===== config.mk =====
export PLATFORM = sky130hd
export DESIGN_NAME = cdb_arbiter
export DESIGN_NICKNAME = d
export VERILOG_FILES = /design/src/rtl/cdb_arbiter.sv
export SDC_FILE = /design/constraint.sdc
export NUM_CORES = 1
export LEC_CHECK = 0
export BUFFER_PORTS_ARGS = -buffer_cell sky130_fd_sc_hd__buf_2
export CAP_MARGIN = 20
export CORE_MARGIN = 2
export CORE_UTILIZATION = 59
export DETAILED_ROUTE_END_ITERATION = 6
export PLACE_DENSITY = 0.9
export SYNTH_ARGS = -nofsm -noshare
export SYNTH_HDL_FRONTEND = slang
export SYNTH_SLANG_ARGS = --single-unit

===== constraint.sdc =====
create_clock -name clk -period 4.05 [get_ports clk]
set_input_delay 0.81 -clock clk [delete_from_list [all_inputs] [get_ports clk]]
set_output_delay 0.81 -clock clk [all_outputs]
set_load 0.005 [all_outputs]

===== src/rtl/cdb_arbiter.sv =====
// cdb_arbiter: merges ALU and LSB results onto a single common data bus.
// Each source owns a circular result FIFO of DEPTH entries. Every cycle at
// most one result is granted (round-robin on ties). The grant comes from the
// FIFO head if the FIFO is non-empty, otherwise from the incoming result as a
// same-cycle bypass. The granted result is registered onto cdb_*.
//
// Ports:
//   clk, rst          clock, synchronous active-high reset
//   rdy               global ready; low freezes all state and drops inputs
//   clear             pipeline flush; empties both FIFOs, drops inputs
//   alu_flag/reorder/val   ALU result input
//   lsb_flag/reorder/val   LSB load result input
//   alu_stall, lsb_stall   FIFO almost full (count >= DEPTH-1)
//   cdb_flag/reorder/val/src  registered broadcast (src: 0 = ALU, 1 = LSB)
//   ovf               sticky: a result was dropped on a full FIFO
module cdb_arbiter #(
  parameter int unsigned DEPTH = 4
) (
  input  logic        clk,
  input  logic        rst,
  input  logic        rdy,
  input  logic        clear,
  input  logic        alu_flag,
  input  logic [3:0]  alu_reorder,
  input  logic [31:0] alu_val,
  input  logic        lsb_flag,
  input  logic [3:0]  lsb_reorder,
  input  logic [31:0] lsb_val,
  output logic        alu_stall,
  output logic        lsb_stall,
  output logic        cdb_flag,
  output logic [3:0]  cdb_reorder,
  output logic [31:0] cdb_val,
  output logic        cdb_src,
  output logic        ovf
);

  localparam int unsigned AW    = (DEPTH > 1) ? $clog2(DEPTH) : 1;
  localparam int unsigned CW    = AW + 1;
  localparam logic [CW-1:0] FULL   = CW'(DEPTH);
  localparam logic [CW-1:0] ALMOST = CW'(DEPTH - 1);
  localparam logic [AW-1:0] LAST   = AW'(DEPTH - 1);

  typedef enum logic {SRC_ALU = 1'b0, SRC_LSB = 1'b1} src_e;

  logic [3:0]    alu_q_r [DEPTH];
  logic [31:0]   alu_q_v [DEPTH];
  logic [3:0]    lsb_q_r [DEPTH];
  logic [31:0]   lsb_q_v [DEPTH];
  logic [AW-1:0] alu_rd, alu_wr, lsb_rd, lsb_wr;
  logic [CW-1:0] alu_cnt, lsb_cnt;
  src_e          last_src;

  logic alu_head, lsb_head, alu_cand, lsb_cand;
  logic grant_alu, grant_lsb, grant_any;
  logic alu_pop, lsb_pop, alu_push, lsb_push, alu_drop, lsb_drop;
  logic alu_in, lsb_in;
  logic [3:0]  g_reorder;
  logic [31:0] g_val;
  logic        advance;

  function automatic logic [AW-1:0] ptr_inc(input logic [AW-1:0] p);
    return (p == LAST) ? '0 : p + 1'b1;
  endfunction

  assign advance   = rdy && !clear;
  assign alu_stall = (alu_cnt >= ALMOST);
  assign lsb_stall = (lsb_cnt >= ALMOST);

  always_comb begin
    alu_head  = (alu_cnt != '0);
    lsb_head  = (lsb_cnt != '0);
    alu_cand  = alu_head || alu_flag;
    lsb_cand  = lsb_head || lsb_flag;
    grant_alu = 1'b0;
    grant_lsb = 1'b0;
    if (alu_cand && lsb_cand) begin
      grant_lsb = (last_src == SRC_ALU);
      grant_alu = !grant_lsb;
    end else begin
      grant_alu = alu_cand;
      grant_lsb = lsb_cand;
    end
    grant_any = grant_alu || grant_lsb;

    alu_pop = grant_alu && alu_head;
    lsb_pop = grant_lsb && lsb_head;
    // An incoming result needs storage unless it was itself granted as bypass.
    alu_in  = alu_flag && !(grant_alu && !alu_head);
    lsb_in  = lsb_flag && !(grant_lsb && !lsb_head);
    // A full FIFO can still accept when its head leaves at the same edge.
    alu_push = alu_in && ((alu_cnt != FULL) || alu_pop);
    lsb_push = lsb_in && ((lsb_cnt != FULL) || lsb_pop);
    alu_drop = alu_in && !alu_push;
    lsb_drop = lsb_in && !lsb_push;

    g_reorder = '0;
    g_val     = '0;
    if (grant_alu) begin
      g_reorder = alu_head ? alu_q_r[alu_rd] : alu_reorder;
      g_val     = alu_head ? alu_q_v[alu_rd] : alu_val;
    end else if (grant_lsb) begin
      g_reorder = lsb_head ? lsb_q_r[lsb_rd] : lsb_reorder;
      g_val     = lsb_head ? lsb_q_v[lsb_rd] : lsb_val;
    end
  end

  // Storage has no reset; validity is tracked entirely by the pointers/counts.
  always_ff @(posedge clk) begin
    if (!rst && advance) begin
      if (alu_push) begin
        alu_q_r[alu_wr] <= alu_reorder;
        alu_q_v[alu_wr] <= alu_val;
      end
      if (lsb_push) begin
        lsb_q_r[lsb_wr] <= lsb_reorder;
        lsb_q_v[lsb_wr] <= lsb_val;
      end
    end
  end

  always_ff @(posedge clk) begin
    if (rst) begin
      alu_rd      <= '0;
      alu_wr      <= '0;
      alu_cnt     <= '0;
      lsb_rd      <= '0;
      lsb_wr      <= '0;
      lsb_cnt     <= '0;
      last_src    <= SRC_LSB;
      cdb_flag    <= 1'b0;
      cdb_reorder <= '0;
      cdb_val     <= '0;
      cdb_src     <= 1'b0;
      ovf         <= 1'b0;
    end else if (!rdy) begin
      cdb_flag <= 1'b0;
    end else if (clear) begin
      alu_rd   <= '0;
      alu_wr   <= '0;
      alu_cnt  <= '0;
      lsb_rd   <= '0;
      lsb_wr   <= '0;
      lsb_cnt  <= '0;
      cdb_flag <= 1'b0;
    end else begin
      cdb_flag <= grant_any;
      if (grant_any) begin
        cdb_reorder <= g_reorder;
        cdb_val     <= g_val;
        cdb_src     <= grant_lsb;
        last_src    <= grant_lsb ? SRC_LSB : SRC_ALU;
      end
      if (alu_pop)  alu_rd <= ptr_inc(alu_rd);
      if (alu_push) alu_wr <= ptr_inc(alu_wr);
      if (lsb_pop)  lsb_rd <= ptr_inc(lsb_rd);
      if (lsb_push) lsb_wr <= ptr_inc(lsb_wr);
      if (alu_push && !alu_pop)      alu_cnt <= alu_cnt + 1'b1;
      else if (alu_pop && !alu_push) alu_cnt <= alu_cnt - 1'b1;
      if (lsb_push && !lsb_pop)      lsb_cnt <= lsb_cnt + 1'b1;
      else if (lsb_pop && !lsb_push) lsb_cnt <= lsb_cnt - 1'b1;
      if (alu_drop || lsb_drop) ovf <= 1'b1;
    end
  end

endmodule


==> Word level (Yosys, flattened, before mapping) <==
Memory sizes are Yosys's and may differ from the RTL's. A register that Yosys moved wholly into a read port is not among the register bits.
Index checks and enable logic that the tools add are counted.
{ "totals": {"input_bits": 78, "memories": 4, "register_bits": 54, "mem_bits_rw": 288, "word_cells": 128, "out_inout_bits": 41} }
{ "classes": {"n_reduce_logical": 50, "n_mux": 43, "order_cmp": 2, "bitwise": 3, "n_eq_ne": 6, "n_addsub": 8} }
{ "mem_list": {"columns": ["memory", "depth", "width", "read_ports", "rd_clocked_by_memory_dff", "wr", "line_no", "text"], "rows": [
  ["alu_q_v", 4, 32, 1, 1, 1, "47", "logic [31:0] alu_q_v [DEPTH];"],
  ["lsb_q_v", 4, 32, 1, 1, 1, "49", "logic [31:0] lsb_q_v [DEPTH];"],
  ["alu_q_r", 4, 4, 1, 1, 1, "46", "logic [3:0] alu_q_r [DEPTH];"],
  ["lsb_q_r", 4, 4, 1, 1, 1, "48", "logic [3:0] lsb_q_r [DEPTH];"]
]} }
{ "op_table": {"columns": ["operator", "count"], "rows": [
  ["2-to-1 mux 32 bit", 4],
  ["2-to-1 mux 2 bit", 20],
  ["2-to-1 mux 3 bit", 6],
  ["logical AND 1 bit", 17],
  ["2-to-1 mux 4 bit", 4],
  ["AND reduction 2 bit", 6],
  ["nonzero test 3 bit", 4],
  ["zero test 1 bit", 10],
  ["2-to-1 mux 1 bit", 9],
  ["adder 2 x 1 -> 2 bit (second input constant)", 4],
  ["equality test 2 bit (second input constant)", 4],
  ["nonzero test 2 bit", 4],
  ["adder 3 x 1 -> 3 bit (second input constant)", 2],
  [">= comparator 3 x 2 -> 1 bit (second input constant)", 2],
  ["logical OR 1 bit", 6],
  ["inequality test 3 bit (second input constant)", 2],
  ["AND reduction 3 bit", 2],
  ["subtractor 3 x 1 -> 3 bit (second input constant)", 2],
  ["NOT 1 bit", 3],
  ["OR reduction 3 bit", 1]
]} }

==> Depth between registers and ports, before layout <==
{ "depth": {"ltp_word": 13, "ltp_mapped": 8, "mapped_depth_nobuf": 7} }

==> Worst setup path before layout <==
Ideal clock, no wire load.
{ "synth_path": {"kind": "input to register", "from": "input port lsb_flag", "to": "memory alu_q_r[0][0] (enable)", "required_time_ps": 3653, "setup_time_ps": 397, "slack_ps": 910, "path_stages": 5, "arrival_time_ps": 2743, "path_cell_list": "buf_2 nor4_4 o21ai_2 a31oi_4 and3_1"} }
{ "synth_via": {"elab_chain_cells": 10, "word_cells_on_any_way": 12, "classes_between": "mux (4); reduce/logical (8)"} }
{ "synth_lines": {"columns": ["item", "line_no", "text"], "rows": [
  ["start, declared", "26", "input logic lsb_flag,"],
  ["logical OR 1 bit *", "74", "lsb_cand = lsb_head || lsb_flag;"],
  ["logical AND 1 bit *", "77", "if (alu_cand && lsb_cand) begin"],
  ["2-to-1 mux 1 bit *", "77", null],
  ["logical AND 1 bit", "89", "alu_in = alu_flag && !(grant_alu && !alu_head);"],
  ["zero test 1 bit", "89", null],
  ["logical AND 1 bit", "89", null],
  ["logical AND 1 bit *", "92", "alu_push = alu_in && ((alu_cnt != FULL) || alu_pop);"],
  ["2-to-1 mux 1 bit *", "111", "if (alu_push) begin"],
  ["2-to-1 mux 1 bit *", "110", "if (!rst && advance) begin"],
  ["2-to-1 mux 1 bit (not written as such) *", "112", "alu_q_r[alu_wr] <= alu_reorder;"],
  ["end, declared", "46", null]
]} }
Every way passes the cells marked *; elsewhere a longest branch is shown, timed or not.

==> Worst setup path in the final report <==
{ "layout_path": {"from": "register alu_cnt[2]", "to": "memory lsb_q_v[1][24] (enable)"} }
{ "layout_via": {"elab_chain_cells": 11, "word_cells_on_any_way": 13, "classes_between": "mux (4); reduce/logical (9)"} }
{ "layout_lines": {"columns": ["item", "line_no", "text"], "rows": [
  ["start, declared", "51", "logic [CW-1:0] alu_cnt, lsb_cnt;"],
  ["start signal, assigned", "158", "if (alu_push && !alu_pop) alu_cnt <= alu_cnt + 1'b1;"],
  ["start signal, assigned", "159", "else if (alu_pop && !alu_push) alu_cnt <= alu_cnt - 1'b1;"],
  ["nonzero test 3 bit *", "71", "alu_head = (alu_cnt != '0);"],
  ["logical OR 1 bit *", "73", "alu_cand = alu_head || alu_flag;"],
  ["logical AND 1 bit *", "77", null],
  ["2-to-1 mux 1 bit *", "77", null],
  ["logical AND 1 bit", "90", "lsb_in = lsb_flag && !(grant_lsb && !lsb_head);"],
  ["zero test 1 bit", "90", null],
  ["logical AND 1 bit", "90", null],
  ["logical AND 1 bit *", "93", "lsb_push = lsb_in && ((lsb_cnt != FULL) || lsb_pop);"],
  ["2-to-1 mux 1 bit *", "115", "if (lsb_push) begin"],
  ["2-to-1 mux 1 bit *", "110", null],
  ["2-to-1 mux 1 bit (not written as such) *", "117", "lsb_q_v[lsb_wr] <= lsb_val;"],
  ["end, declared", "49", null]
]} }
Marks and branches as above.

==> reports/results.ini <==
[final_layout]
fin_nets=1082
drive_gt1_share_pct=30.0
syn2layout_area_growth_pct=14.9
fillers=1465

[worst_setup_path]
crit_type=register to register
max_stage_delay_ns=0.62
worstPathRequired_ns=4.26
crit_path_end_kind=register
path_cells=o41a_4 -> xnor2_2 -> a21boi_1 -> and3_2 -> buf_12
startpoint_type=register
cp.arrival_ns=3.14
worst-path-max-fanout=20
cp_slowest_cell=o41a_4

[routing]
vias=8727
ant_nets=0
drt-pass1-iter-count=5
drtIter0Drc=1080
via_per_inst=6.52
routed_wl_um=33500
drc_errors=0
routedWlPerCell_um=25.0

[sta]
fin_crit_sh_pct=72.2
fmax_mhz=342
worstMarginPinSlew_ns=0.863
slew_headroom_pct=42.5
final_hold_viol_count=0
rsz0062_at_grt=no
period_minus_slack_ns=2.92
maxSlewViolCount=0
holdWs_ns=0.483
finClkSkew_ns=0.0162
setup_viol=0
tns_ns=0

[clocking]
cts_buffer_depth=3
cts_sinks=346
htreeDepth=2
clk_pin_slew_ns=0.06
cts_made_buffers=35
clockRootBuffer=clkbuf_16
cts_resized=0
clock_latency_ns=0.52
cts_tree=yes
cts_hold_buffers=0
postCtsSetupRepairBufs=0

[floorplan]
initial_core_util_pct=60.3
fp-row-count=56
fp.dieH_um=159
ioPinCount=119
core-area_um2=23600
dieArea_um2=25400
die_x_um=159

[synth]
synth_seq_area_share_pct=68.9
yosys.cell_types.count=56
synthCells=883
synth_warnings=0
synth_seq_cells=346
synth_fp_nets=972
synth_area_um2=14200
syn_avg_cell_area_um2=16.1

[global_route]
grt_pass1_vias=8716
grt_overflow=0
antenna_found_initial=6
track_usage_pct=26.4
grt_start_max_net_pins=44
grt_pass1_wl_um=51500

[power]
max-vdd-ir-drop_mv=0.314
p_leak_nw=5.44
power_density_nw_per_um2=468

[placement]
hpwl_um=20700
routabilityCongestion=0.911
port_buffers=118

[min_path]
min_path_type=register to register

[status]
status=completed

[flow_run]
drv_cap=0

-- metal layers --
metal	vias up	track usage [%]	share of wire [%]
met1	4317	36.3	38
met2	566	42.4	49
li1	3756	-	-
met4	8	10.1	3.5
met5	-	0	0.14
met3	80	5.24	9.7
-- sequential cells by signal, indices dropped and copies added, names as in the netlist, named ones only --
name and flops:
lsb_rd 2, lsb_q_v 128, cdb_src 1, alu_wr 2, cdb_flag 1, alu_rd 2, last_src 1, ovf 1
alu_q_v 128, lsb_q_r 16, lsb_wr 2, cdb_val 32, cdb_reorder 4, alu_cnt 3, lsb_cnt 3, alu_q_r 16
-- stage by stage --
step	setup slack, ns	utilization, %	instance area [um2]	power [mW]	cells
after floorplan	0.910	-	14200	4.19	883
after global placement	0.938	64.0	15100	4.36	1274
after detailed placement	0.875	64.0	15100	4.38	1274
after CTS	1.19	69.1	16300	7.67	1337
after global routing	1.09	69.3	16400	7.83	1339
final	1.13	69.3	16400	7.66	1339
-- path summary, 6_finish.rpt --
kind | start | end | slack (ns) | depth (start not counted)
setup / recovery | alu_cnt[2] | lsb_q_v[1][24] | 1.13 | 5
hold reg to reg | ovf | ovf | 0.48 | 2
hold / removal | ovf | ovf | 0.48 | 2
setup reg to reg | alu_cnt[2] | lsb_q_v[1][24] | 1.13 | 5
-- power breakdown --
group          switching (mW)  internal (mW)
Clock                    1.33           2.00
Sequential             0.0336           3.88
Combinational           0.257          0.147
-- cells in the mapped netlist, drive strengths merged --
cell type | number | area (um2)
mux4 | 72 | 1620
or3b | 1 | 8.76
a311oi | 2 | 17.5
nor3 | 7 | 40.0
edfxtp | 288 | 8650
o31ai | 2 | 15.0
or3 | 41 | 262
a211oi | 1 | 12.5
or4 | 1 | 7.51
o21ai | 85 | 429
nand2 | 51 | 191
a32oi | 1 | 8.76
a21oi | 47 | 239
inv | 13 | 48.8
o32ai | 1 | 8.76
o41ai | 1 | 8.76
a21boi | 1 | 7.51
a31oi | 6 | 52.6
dfxtp | 58 | 1160
a2111oi | 1 | 15.0
and2 | 4 | 25.0
ha | 9 | 113
and3 | 10 | 72.6
a32o | 3 | 30.0
nor2 | 15 | 68.8
o22ai | 1 | 6.26
nand4 | 1 | 6.26
buf | 33 | 210
nor4 | 4 | 40.0
o41a | 1 | 21.3
fa | 2 | 40.0
xnor2 | 1 | 16.3
a2bb2oi | 1 | 8.76
nand2b | 2 | 12.5
a21o | 2 | 16.3
o311ai | 1 | 8.76
nand3 | 41 | 205
clkbuf | 38 | 146
o221a | 34 | 383
-- logic make-up after synthesis --
family                   share of synthesized area, %
AO/OA/AOI/OAI                                    9.05
XOR/XNOR                                        0.114
adder cells (fa/ha/maj)                          1.07
buffers and inverters                            2.85
flip-flops                                       68.9
multiplexers                                     11.4
AND/OR/NAND/NOR                                  6.60
-- area by class of cell --
| type | instances | area [um2] | area share, % |
|---|---|---|---|
| Sequential cell | 346 | 9810 | 60.0 |
| Multi-Input combinational cell | 453 | 4030 | 24.7 |
| Clock buffer | 50 | 1050 | 6.40 |
| Timing Repair Buffer | 144 | 856 | 5.23 |
| Tap cell | 319 | 399 | 2.44 |
| Clock inverter | 13 | 155 | 0.949 |
| Inverter | 13 | 48.8 | 0.298 |
| Antenna cell | 1 | 2.50 | 0.0153 |
-- cells in the final DEF (no fill, tap or decap), drive strengths merged, types with 2 or more instances in the layout --
cell type and instances:
edfxtp 288, buf 144, o21ai 85, mux4 72, dfxtp 58, nand2 51, clkbuf 50, a21oi 47
nand3 41, or3 41, o221a 34, nor2 15, inv 13, and3 10, ha 9, clkinv 7
nor3 7, a31oi 6, and2 4, nor4 4, a32o 3, clkinvlp 3, bufinv 3, o31ai 2
nand2b 2, a311oi 2, fa 2, a21o 2
-- worst max-delay path, delay by kind of cell (launching register included) --
kind / cells / cell delay, ns
compound gates: 2 / 1.14
simple gates: 1 / 0.61
flops: 1 / 0.44
buf+inv: 1 / 0.24
xor+xnor: 1 / 0.17
No activity file was read; power rests on OpenSTA's default activity.
